**src/rtl/univ_shift_reg.sv**
```systemverilog
// univ_shift_reg: WIDTH-bit parallel register with load/clear and multi-step
// shift/rotate commands, serial in/out, busy status and a done pulse.
module univ_shift_reg #(
  parameter int WIDTH = 8,
  parameter int AMT_W = $clog2(WIDTH + 1)
) (
  input  logic             clk,
  input  logic             rst,
  input  logic             cmd_valid,
  output logic             cmd_ready,
  input  logic [2:0]       cmd_op,
  input  logic [AMT_W-1:0] cmd_amt,
  input  logic [WIDTH-1:0] pi,
  input  logic             sin_r,
  input  logic             sin_l,
  output logic [WIDTH-1:0] po,
  output logic             sout_msb,
  output logic             sout_lsb,
  output logic             busy,
  output logic             done
);
  typedef enum logic [2:0] {LOAD, SHL, SHR, ROL, ROR, ASR, CLEAR, NOP} op_e;
  typedef enum logic {IDLE, SHIFT} state_e;
  state_e           state_q, state_d;
  op_e              op_q, op_d, cop;
  logic [WIDTH-1:0] po_q, po_d, step;
  logic [AMT_W-1:0] count_q, count_d;
  logic             done_q, done_d, multi;
  assign cop = op_e'(cmd_op);
  always_comb begin
    step = op_q == SHL ? {po_q[WIDTH-2:0], sin_r} :
           op_q == SHR ? {sin_l, po_q[WIDTH-1:1]} :
           op_q == ROL ? {po_q[WIDTH-2:0], po_q[WIDTH-1]} :
           op_q == ROR ? {po_q[0], po_q[WIDTH-1:1]} :
                         {po_q[WIDTH-1], po_q[WIDTH-1:1]};
    multi = cop >= SHL && cop <= ASR && cmd_amt != '0;
    po_d = po_q;
    state_d = state_q;
    op_d = op_q;
    count_d = count_q;
    done_d = 1'b0;
    if (state_q == SHIFT) begin
      po_d = step;
      count_d = count_q - AMT_W'(1);
      state_d = count_q == AMT_W'(1) ? IDLE : SHIFT;
      done_d = count_q == AMT_W'(1);
    end else if (cmd_valid) begin
      po_d = cop == LOAD ? pi : cop == CLEAR ? '0 : po_q;
      state_d = multi ? SHIFT : IDLE;
      op_d = cop;
      // Amounts beyond WIDTH are clamped so rotates come full circle.
      count_d = !multi ? '0 : cmd_amt > AMT_W'(WIDTH) ? AMT_W'(WIDTH) : cmd_amt;
      done_d = !multi;
    end
  end
  always_ff @(posedge clk) begin
    if (rst) begin
      po_q <= '0;
      state_q <= IDLE;
      op_q <= NOP;
      count_q <= '0;
      done_q <= 1'b0;
    end else begin
      po_q <= po_d;
      state_q <= state_d;
      op_q <= op_d;
      count_q <= count_d;
      done_q <= done_d;
    end
  end
  assign cmd_ready = state_q == IDLE;
  assign busy = state_q == SHIFT;
  assign done = done_q;
  assign po = po_q;
  assign sout_msb = po_q[WIDTH-1];
  assign sout_lsb = po_q[0];
endmodule

```
**config.mk**
```make
export PLATFORM = sky130hd
export DESIGN_NAME = univ_shift_reg
export DESIGN_NICKNAME = d
export VERILOG_FILES = /design/src/rtl/univ_shift_reg.sv
export SDC_FILE = /design/constraint.sdc
export NUM_CORES = 1
export LEC_CHECK = 0
export CAP_MARGIN = 25
export CORE_MARGIN = 2
export CORE_UTILIZATION = 49
export CTS_BUF_LIST = sky130_fd_sc_hd__clkbuf_16
export DETAILED_ROUTE_END_ITERATION = 10
export HOLD_SLACK_MARGIN = 0.03
export PLACE_DENSITY = 0.89
export SETUP_SLACK_MARGIN = 0.05
export SYNTH_ARGS = -nofsm -noshare
export SYNTH_HDL_FRONTEND = slang
export SYNTH_SLANG_ARGS = --single-unit
```
**constraint.sdc**
```tcl
create_clock -name clk -period 3.43 [get_ports clk]
set_input_delay 1.029 -clock clk [delete_from_list [all_inputs] [get_ports clk]]
set_output_delay 1.029 -clock clk [all_outputs]
set_load 0.01 [all_outputs]
```
## After elaboration in Yosys (flattened, before gate mapping)

Index checks and enable logic that the tools add are counted.

- $add $sub $neg: 1
- $lt $le $gt $ge: 3
- Equal/unequal tests: 7
- Mux-type cells: 18
- Bitwise operators: 1
- Reductions and logical operators: 10

Operators with widths:

| operator | count |
|---|---|
| 2-to-1 mux 8 bit | 8 |
| 2-to-1 mux 4 bit | 4 |
| equality test 3 x 2 -> 1 bit, second input constant | 2 |
| equality test 3 bit, second input constant | 2 |
| 2-to-1 mux 1 bit | 6 |
| inequality test 5 x 1 -> 1 bit, second input constant | 1 |
| equality test 4 x 1 -> 1 bit, second input constant | 1 |
| greater-than comparator 4 bit, second input constant | 1 |
| AND reduction 2 bit | 2 |
| nonzero test 4 bit | 1 |
| subtractor 4 x 1 -> 4 bit, second input constant | 1 |
| equality test 3 x 1 -> 1 bit, second input constant | 1 |
| greater-or-equal comparator 3 x 1 -> 1 bit, second input constant | 1 |
| less-or-equal comparator 3 bit, second input constant | 1 |
| zero test 3 bit | 1 |
| AND reduction 3 bit | 1 |
| nonzero test 3 bit | 1 |
| logical AND 1 bit | 2 |
| nonzero test 2 bit | 1 |
| zero test 1 bit | 1 |
| NOT 1 bit | 1 |

- Register bits after elaboration: 17
- Input bits: 20
- Logic and storage cells: 46

## Logic depth before layout (Yosys ltp)

Gate-level depths: netlist of the first run.

- Depth after elaboration: 6
- Mapped depth: 6
- Gate-level depth less buffers: 5

## Worst setup path before layout of the first run

Ideal clock, no wire load.

- Path type: input to register
- Start: in cmd_op[1]
- End: reg po_q[0] (netlist: po[0])
- Library setup time: 0.079 ns
- Data arrival time: 1.879 ns
- Path slack: 1.471 ns
- Stages on the path: 5
- Path buffers: 1
- Cell sequence: buf_4 -> xnor2_2 -> a31o_2 -> nor2_1 -> a211oi_2

- Word-level cells in the longest chain between the ends: 4

RTL lines:

| element | line | RTL |
|---|---|---|
| start: declaration | 11 | `input logic [2:0] cmd_op,` |
| zero test 3 bit | 48 | `po_d = cop == LOAD ? pi : cop == CLEAR ? '0 : po_q;` |
| 2-to-1 mux 8 bit | 48 |  |
| 2-to-1 mux 8 bit | 47 | `end else if (cmd_valid) begin` |
| 2-to-1 mux 8 bit | 42 | `if (state_q == SHIFT) begin` |
| end signal: assignment | 64 | `po_q <= po_d;` |
| end: declaration | 26 | `logic [WIDTH-1:0] po_q, po_d, step;` |

Several ways; a longest one is shown, not always the timed one. The select of a mux whose other input is x is not followed.
A chain may end at the register's enable or synchronous reset.

## Worst setup path after layout of the first run

- Start: reg state_q (netlist: busy)
- End: out cmd_ready

- Word-level cells in the longest chain between the ends: 1

RTL lines:

| element | line | RTL |
|---|---|---|
| start: declaration | 24 | `state_e state_q, state_d;` |
| start signal: assignment | 65 | `state_q <= state_d;` |
| NOT 1 bit (no line) | -- |  |
| end: declaration | 10 | `output logic cmd_ready,` |

No other way between the ends.

==> results of run 1 <==
[cell usage after synthesis, drive strengths merged (2+ instances only)]
library cell / instances
nor2b: 4
a21oi: 7
ha: 2
o211ai: 2
a211o: 2
inv: 5
xnor2: 3
a31oi: 3
nor4: 2
nor3: 12
mux2: 6
dfxtp: 17
nand3: 3
buf: 9
a211oi: 3
a221oi: 8
nor2: 15
nand2: 4
[cell type report]
cell class / count / area, um^2
flip-flops and latches: 17 / 340
clock inverters: 1 / 5.00
repair buffers: 33 / 328
fillers: 164 / 577
clock buffers: 3 / 75.1
inverters: 5 / 18.8
well taps: 27 / 33.8
multi-input cells: 87 / 624
[flip-flops by register name, indices dropped and copies added, names as in the netlist]
name / cells
busy: 1
count_q: 4
done: 1
po: 8
op_q: 3
[layer usage]
layer | GRT usage, % | part of all wire (%)
met1 | 24.7 | 41
met2 | 40.1 | 51
met3 | 5.36 | 5.2
met4 | 13.1 | 2.5
met5 | 0 | 0
[cell usage in the layout (no fill, tap or decap), drive strengths merged]
cell type      netlist  routed
nand2                4       4
nand3                3       3
nor4                 2       2
nand2b               1       1
o21bai               1       1
clkbuf               1       3
nor2b                4       4
a221oi               8       8
a22oi                1       1
nor2                15      15
ha                   2       2
inv                  5       5
o211ai               2       2
a311oi               1       1
a32oi                1       1
nor3                12      12
xnor2                3       3
a211o                2       2
a31o                 1       1
o22a                 1       1
nor4b                1       1
a31oi                3       3
or2                  1       1
a21oi                7       7
a211oi               3       3
clkinv               0       1
mux2                 6       6
dfxtp               17      17
a22o                 1       1
mux2i                1       1
buf                  9       1
clkdlybuf4s50        0      32
[worst max-delay path, cell delays in order (launching register included)]
cell and delay (ns):
dfxtp_1 0.78, inv_2 0.16, clkdlybuf4s50_1 0.52
[logic make-up after synthesis]
group / Yosys count / share of synthesized area [%]
AO/OA/AOI/OAI: 32 / 24.5
XOR/XNOR: 3 / 3.21
adder cells (fa/ha/maj): 2 / 2.37
buffers and inverters: 15 / 8.43
flip-flops: 17 / 32.3
multiplexers: 7 / 7.36
AND/OR/NAND/NOR: 43 / 21.9
[path summary, 6_finish.rpt]
path,depth (start not counted),to,start
min,2,po[6],po[6]
max,2,cmd_ready,busy
max reg2reg,4,po[7],busy
min reg2reg,2,po[6],po[6]
[power breakdown]
group / switching, W / internal (W)
Clock: 0.0000762 / 0.000156
Combinational: 0.0000827 / 0.0000957
Sequential: 0.0000274 / 0.000218
[metrics by stage]
stage / power, W / hold WS, ns
2_1_floorplan: 0.000355 / 0.523
5_1_grt: 0.000683 / 0.567
4_1_cts: 0.000658 / 0.538
6_report: 0.000656 / 0.535
3_5_place_dp: 0.000424 / 0.519
3_3_place_gp: 0.000416 / 0.508
==> impl_metrics.yaml, run 1 <==
run:
  cap_viol_max_count: 0
power:
  leakagePower_nw: 0.529
  peakVddDrop_mv: 0.278
  powerDensity_mw_per_mm2: 460
clock_network:
  clkSinkCount: 17
  cts_max_path_buffers: 2
  cts_root_buffer: "clkbuf_16"
  clkLatencyLatePin_ns: 0.24
  numCtsBuffers: 3
  path_clk_slew_ns: 0.05
  cts_tree: "built"
  cts_hold_buf: 0
  post_cts_buffers: 0
  cts_htree_levels: 1
  cts_resized: 0
worst_setup_path:
  crit_type: "reg2out"
  rrSetupSlack_ns: 1.69
  cp.arrival_ns: 1.70
  crit_path_start_kind: "flop"
  cp.required_ns: 2.40
  critPathCaptureType: "output pin"
  path_max_fanout: 19
placement:
  dp.cells: 169
  gp_congestion: 0.892
  hpwlAfterDp_mm: 1.98
  dpl_cell_area_mm2: 0.00135
  pre_cts_ws_ns: 0.641
  portBuffers: 32
floorplanning:
  std_cell_rows: 16
  start_util_pct: 52.6
  dieWidth_um: 50.4
  dieArea_mm2: 0.00254
  die_h_um: 50.4
  pin_count: 33
  core_mm2: 0.00200
global_routing:
  antenna_found_initial: 0
  grt_pass1_vias: 1022
  grt_pass1_wl_mm: 4.44
  gr-usage-all-layers_pct: 22.8
  grt_overflow_total: 0
  grt_max_degree: 20
timing:
  relSlewSlack_pct: 52.6
  period_needed_ns: 2.73
  finClkSkew_ns: 0.00145
  rsz0062_at_grt: "no"
  setup_viol: 0
  finalSetupTns_ns: 0
  min_period_over_period_pct: 79.7
  fin_ws_ns: 0.698
  worstMarginPinSlew_ns: 0.710
  slew_viol_final: 0
  clock.fmax_mhz: 366
  hold_viol: 0
cells_and_area:
  finalNonFillerCells: 173
  fin_util_pct: 71.2
  layout.nets: 169
  diodes: 0
  area_delta_synth_final_pct: 35.3
  drive_gt1_share_pct: 10.3
  postLayoutCellArea_mm2: 0.00143
drt:
  vias: 1045
  wl_per_cell_um: 16.0
  detail-route-antenna-nets: 0
  drtIter0Drc: 17
  viasPerCell: 6.04
  dr.pass1.iters: 4
  wl_mm: 2.76
  post-route-drc-count: 0
synth:
  synthArstFlopShare_pct: 0
  synth_seq_area_share_pct: 32.3
  syn_area_mm2: 0.00105
  synth_cell_types: 39
  ys.flop_type: "dfxtp_1"
  synth_area_leaders: "dfxtp_1 (32%), a221oi_1 (6.7%), mux2_1 (6.4%), nor3_1 (5.7%), nor2_1 (5.3%)"
  syn-num-nets: 141
  netlist_instances: 119
  synth_top_cell_area_share_pct: 32.3
  synth_warnings: 0
  synth_area_per_cell_um2: 8.85
  yosys.area.top_type: "dfxtp_1"
  synth.ff_latch_count: 17
  synth_edf_count: 0
outcome:
  status: "completed"
hold_path:
  hold_class: "reg2reg"
Note: power is estimated with default switching activity, not from simulation.
==> run 2, diff against run 1 <==
--- a/config.mk
+++ b/config.mk
@@ -7,11 +7,11 @@
 export LEC_CHECK = 0
 export CAP_MARGIN = 25
 export CORE_MARGIN = 2
-export CORE_UTILIZATION = 49
+export CORE_UTILIZATION = 45
 export CTS_BUF_LIST = sky130_fd_sc_hd__clkbuf_16
 export DETAILED_ROUTE_END_ITERATION = 10
 export HOLD_SLACK_MARGIN = 0.03
-export PLACE_DENSITY = 0.89
+export PLACE_DENSITY = 0.83
 export SETUP_SLACK_MARGIN = 0.05
 export SYNTH_ARGS = -nofsm -noshare
 export SYNTH_HDL_FRONTEND = slang
==> constraint.sdc (replaced) <==
create_clock -name clk -period 2.79 [get_ports clk]
set_input_delay 0.837 -clock clk [delete_from_list [all_inputs] [get_ports clk]]
set_output_delay 0.837 -clock clk [all_outputs]
set_load 0.01 [all_outputs]
==> run 2 against run 1 <==
  * Clock power up 22%
  * Highest routed layer is now met3
  * Critical endpoint is now po[7]
  * Non-clock buffer count is 2 higher
  * Wire length shrank 8.9%
  * Combinational power is 26% higher
  * Cell count rose by 1.7%
  * Critical path depth increased by 2
  * Global-route usage shrank 2.6 points
  * Largest cell class unchanged
  * Hold slack lost 0.014 ns
  * Flip-flop and latch count is the same
  * Setup slack worse by 0.14 ns
  * Largest power group unchanged
==> impl_metrics.yaml, run 2 (same netlist as run 1, synthesis figures left out) <==
clock_network:
  cts_hold_buf: 0
  clkSinkCount: 17
  cts_htree_levels: 1
  cts_max_path_buffers: 2
  cts_root_buffer: "clkbuf_16"
  clkLatencyLatePin_ns: 0.24
  path_clk_slew_ns: 0.05
  cts_tree: "built"
  post_cts_buffers: 0
  numCtsBuffers: 3
  cts_resized: 0
global_routing:
  grt_overflow_total: 0
  antenna_found_initial: 0
  grt_pass1_wl_mm: 4.19
  grt_max_degree: 23
  grt_pass1_vias: 916
  gr-usage-all-layers_pct: 20.2
timing:
  hold_viol: 0
  setup_viol: 0
  min_period_over_period_pct: 79.9
  slew_viol_final: 0
  rsz0062_at_grt: "no"
  finalSetupTns_ns: 0
  relSlewSlack_pct: 58.2
  period_needed_ns: 2.23
  clock.fmax_mhz: 448
  finClkSkew_ns: 0.00295
  worstMarginPinSlew_ns: 0.624
cells_and_area:
  multi_input_area_um2: 624
  drive_gt1_share_pct: 10.8
  largest_reg_flops: 8
  most-common-layout-cells: "clkdlybuf4s50_1 (32), dfxtp_1 (17), nor2_1 (15), nor3_1 (12), a221oi_1 (8)"
  final_common_cell: "clkdlybuf4s50_1"
  diodes: 0
  seqCellArea_um2: 340
  layout.nets: 171
  fillCellCount: 174
  area_delta_synth_final_pct: 36.7
floorplanning:
  dieWidth_um: 52.4
  start_util_pct: 47.6
  die_h_um: 52.4
  core_mm2: 0.00221
  dieArea_mm2: 0.00274
  std_cell_rows: 17
  pin_count: 33
worst_setup_path:
  cp_cell_sequence: "clkdlybuf4s50_1 > nor4_4 > nand2_1 > a311oi_1"
  critPathCaptureType: "flop"
  crit_path_start_kind: "input port"
  path_max_fanout: 8
  cp.required_ns: 2.93
  slowest_delay_ns: 0.59
  cp.arrival_ns: 2.37
  cp_slowest_cell: "clkdlybuf4s50_1"
  crit_type: "in2reg"
power:
  finalPower_w: 0.000802
  powerDensity_mw_per_mm2: 557
  peakVddDrop_mv: 0.416
  leakagePower_nw: 0.540
hold_path:
  hold_class: "reg2reg"
drt:
  post-route-drc-count: 0
  dr.pass1.iters: 4
  wl_per_cell_um: 14.3
  viasPerCell: 5.82
  vias: 1025
  drtIter0Drc: 19
  detail-route-antenna-nets: 0
  wl_mm: 2.51
outcome:
  status: "completed"
placement:
  portBuffers: 32
  hpwlAfterDp_mm: 1.87
  gp_congestion: 0.852
run:
  cap_viol_max_count: 0
==> run 2: through the flow <==
stage	instance area [um^2]	util, %	hold slack (ns)	worst slack, ns	cells
5_1_grt	1440	65.1	0.563	0.435	176
6_report	1440	65.1	0.521	0.560	176
4_1_cts	1440	65.1	0.520	0.560	176
2_1_floorplan	1050	-	0.523	1.02	119
3_5_place_dp	1360	61.5	0.516	0.308	172
3_3_place_gp	1360	61.5	0.506	0.371	172
==> run 2: layer usage <==
metal	global-route usage, %	wire length (um)	vias up
met5	0	0	-
met4	3.42	0	0
met3	2.86	164	0
met2	35.8	1220	36
met1	26.1	1130	488
li1	-	-	501
==> run 2: layout make-up <==
class | count | area share [%]
sequential | 17 | 23.6
timing repair buffer | 35 | 23.8
multi-input combinational | 87 | 43.4
tap | 28 | 2.43
clock buffer | 3 | 5.21
inverter | 5 | 1.30
clock inverter | 1 | 0.261
==> run 2: power breakdown <==
part | switching [W] | total [W] | internal [W]
Clock | 0.0000925 | 0.000283 | 0.000190
Sequential | 0.0000278 | 0.000296 | 0.000268
Combinational | 0.000103 | 0.000224 | 0.000120
Total | 0.000224 | 0.000802 | 0.000578
==> run 2: final timing paths <==
path | from | endpoint | slack (ns) | cells past startpoint
setup / recovery | cmd_op[2] | po[7] | 0.56 | 4
hold / removal | po[3] | po[3] | 0.52 | 2
setup reg to reg | op_q[0] | po[6] | 1.23 | 4
hold reg to reg | po[3] | po[3] | 0.52 | 2
==> run 2: worst max-delay path: cells and delay by family <==
kind            cells  cell delay (ns)
simple gates        2             0.67
compound gates      1             0.28
buf+inv             1             0.59
==> RTL edit, RTL diff (config.mk and constraints of run 2) <==
Set the parameter `WIDTH` to 32 (it was 8).
--- a/src/rtl/univ_shift_reg.sv
+++ b/src/rtl/univ_shift_reg.sv
@@ -3,3 +3,3 @@
 module univ_shift_reg #(
-  parameter int WIDTH = 8,
+  parameter int WIDTH = 32,
   parameter int AMT_W = $clog2(WIDTH + 1)
Ports: changed (resized cmd_amt, pi and po); port bits go from 33 to 83. The function was not compared with the original's and may differ.
==> RTL edit against run 2 <==
  * Total power grew 140%
  * Die area grew 140%
  * Worst setup slack lost 0.10 ns
  * Design area grew to 2.5 times the old value
  * Area after synthesis grew 150%
  * Sequential cell count grew 26
  * Global-route usage grew 1.4 points
  * Critical path depth grew 2
  * Routed wire length grew to 2.7 times the old value
  * Largest power group unchanged
==> RTL edit: results (changes against run 2) <==
Placed Area=3480 sq um (+160%); RR Startpoint=op_q[2]$_SDFFE_PP1P_; slowest CP cell=clkdlybuf4s50_1; Seq/Total Area, Yosys=32.8% (+0.54 points); worst-skew pair later-pin latency=0.28 ns (+0.04 ns); Synth Net Count=322 (+130%); Leakage=1.45 nW (+170%); worst r2r dst=po[20]$_SDFFE_PP0P_; max_slew headroom=64.0% (+5.7 points); Worst Path Max Fanout=17 (+9); Clock Path Buffers=2 (unchanged); max reg flops=32 (+24); arrival time at the worst endpoint=2.50 ns (+0.13 ns); root buffer cell=clkbuf_16; port bufs=82 (+160%); htree depth=2 (+1); Distinct cells, synth=42 (+7.7%); Global Route Usage Sum=21.6% (+1.4 points); clock share of power=28.7% (-6.5 points); Num CTS Buffers=5 (+2); Placement Setup Slack=0.167 ns (-0.141 ns); Register-to-Register Path Depth=5 (+1); min setup slack post-route=0.455 ns (-0.104 ns); met3 Use GR=4.49% (+1.6 points); ranking of synthesized cells by area=dfxtp_1 (33%), a221oi_2 (11%), mux2_4 (11%); share of cells above drive strength 1=19.5% (+8.7 points); GP Congestion=0.831 (-2.4%); Synth Area in Adders=0.955% (-1.4 points); initial drt markers=182 (+163); clock skew=0.00598 ns (+0.00303 ns); pin count of the biggest net entering global routing=41 (+78%); drt pass-1 iters=4 (unchanged); post-synthesis compound-gate area fraction=28.0% (+3.6 points); multiplexer share of the synthesized area=16.9% (+9.5 points); met2 Track Usage GR=36.8% (+0.92 points); outcome=complete, no violations; synth cell count leaders=dfxtp_1 (43), nor2_1 (40), o21ai_0 (24); global-route wire length before repair=11,100 um (+160%); hold path startpoint=count_q[3]$_SDFFE_PP0P_; Pint=1.35 mW (+130%); hold endpoint=count_q[3]$_SDFFE_PP0P_; Max VDD drop=0.324 mV (-22%); Post-DP HPWL=4960 um (+160%); net count reported at finish=396 (+130%); vias in the first global route=2,300 (+150%); CP peak stage delay=0.52 ns (-0.07 ns); DRT Wirelength=6880 um (+170%); r2r setup slk=0.90 ns (-0.33 ns); sequential power share=38.9% (+2.0 points); crit path capture=po[13]$_SDFFE_PP0P_; routing usage on met1=27.8% (+1.7 points); Synth Area in XOR/XNOR=0.334% (-2.9 points)
## RTL edit: metal layers
metal / vias to the layer above / part of all wire (%)
met2: 99 / 49
met4: 0 / 0.81
met3: 7 / 6.0
li1: 1175 / -
met5: - / 0
met1: 1149 / 44
## RTL edit: per-stage QoR
step                hold WS, ns  std cells  total power [mW]  util (%)
finish                    0.498        420              1.94      64.9
global route              0.541        420              2.04      64.9
CTS                       0.500        420              1.96      64.9
detailed placement        0.492        413              1.40      62.5
global placement          0.481        413              1.38      62.5
floorplan                 0.455        274              1.14         -
## RTL edit: final cells by class
class	instances	area [sq um]
Clock buffer	5	125
Timing Repair Buffer	93	928
Fill cell	463	1960
Multi-Input combinational cell	199	1580
Clock inverter	2	8.76
Inverter	6	22.5
Sequential cell	43	862
Tap cell	72	90.1
## RTL edit: critical path, delay by kind of cell
kind	cells	cell delay, ns
compound gates	2	0.46
xor+xnor	1	0.39
buf+inv	2	0.72
simple gates	1	0.08
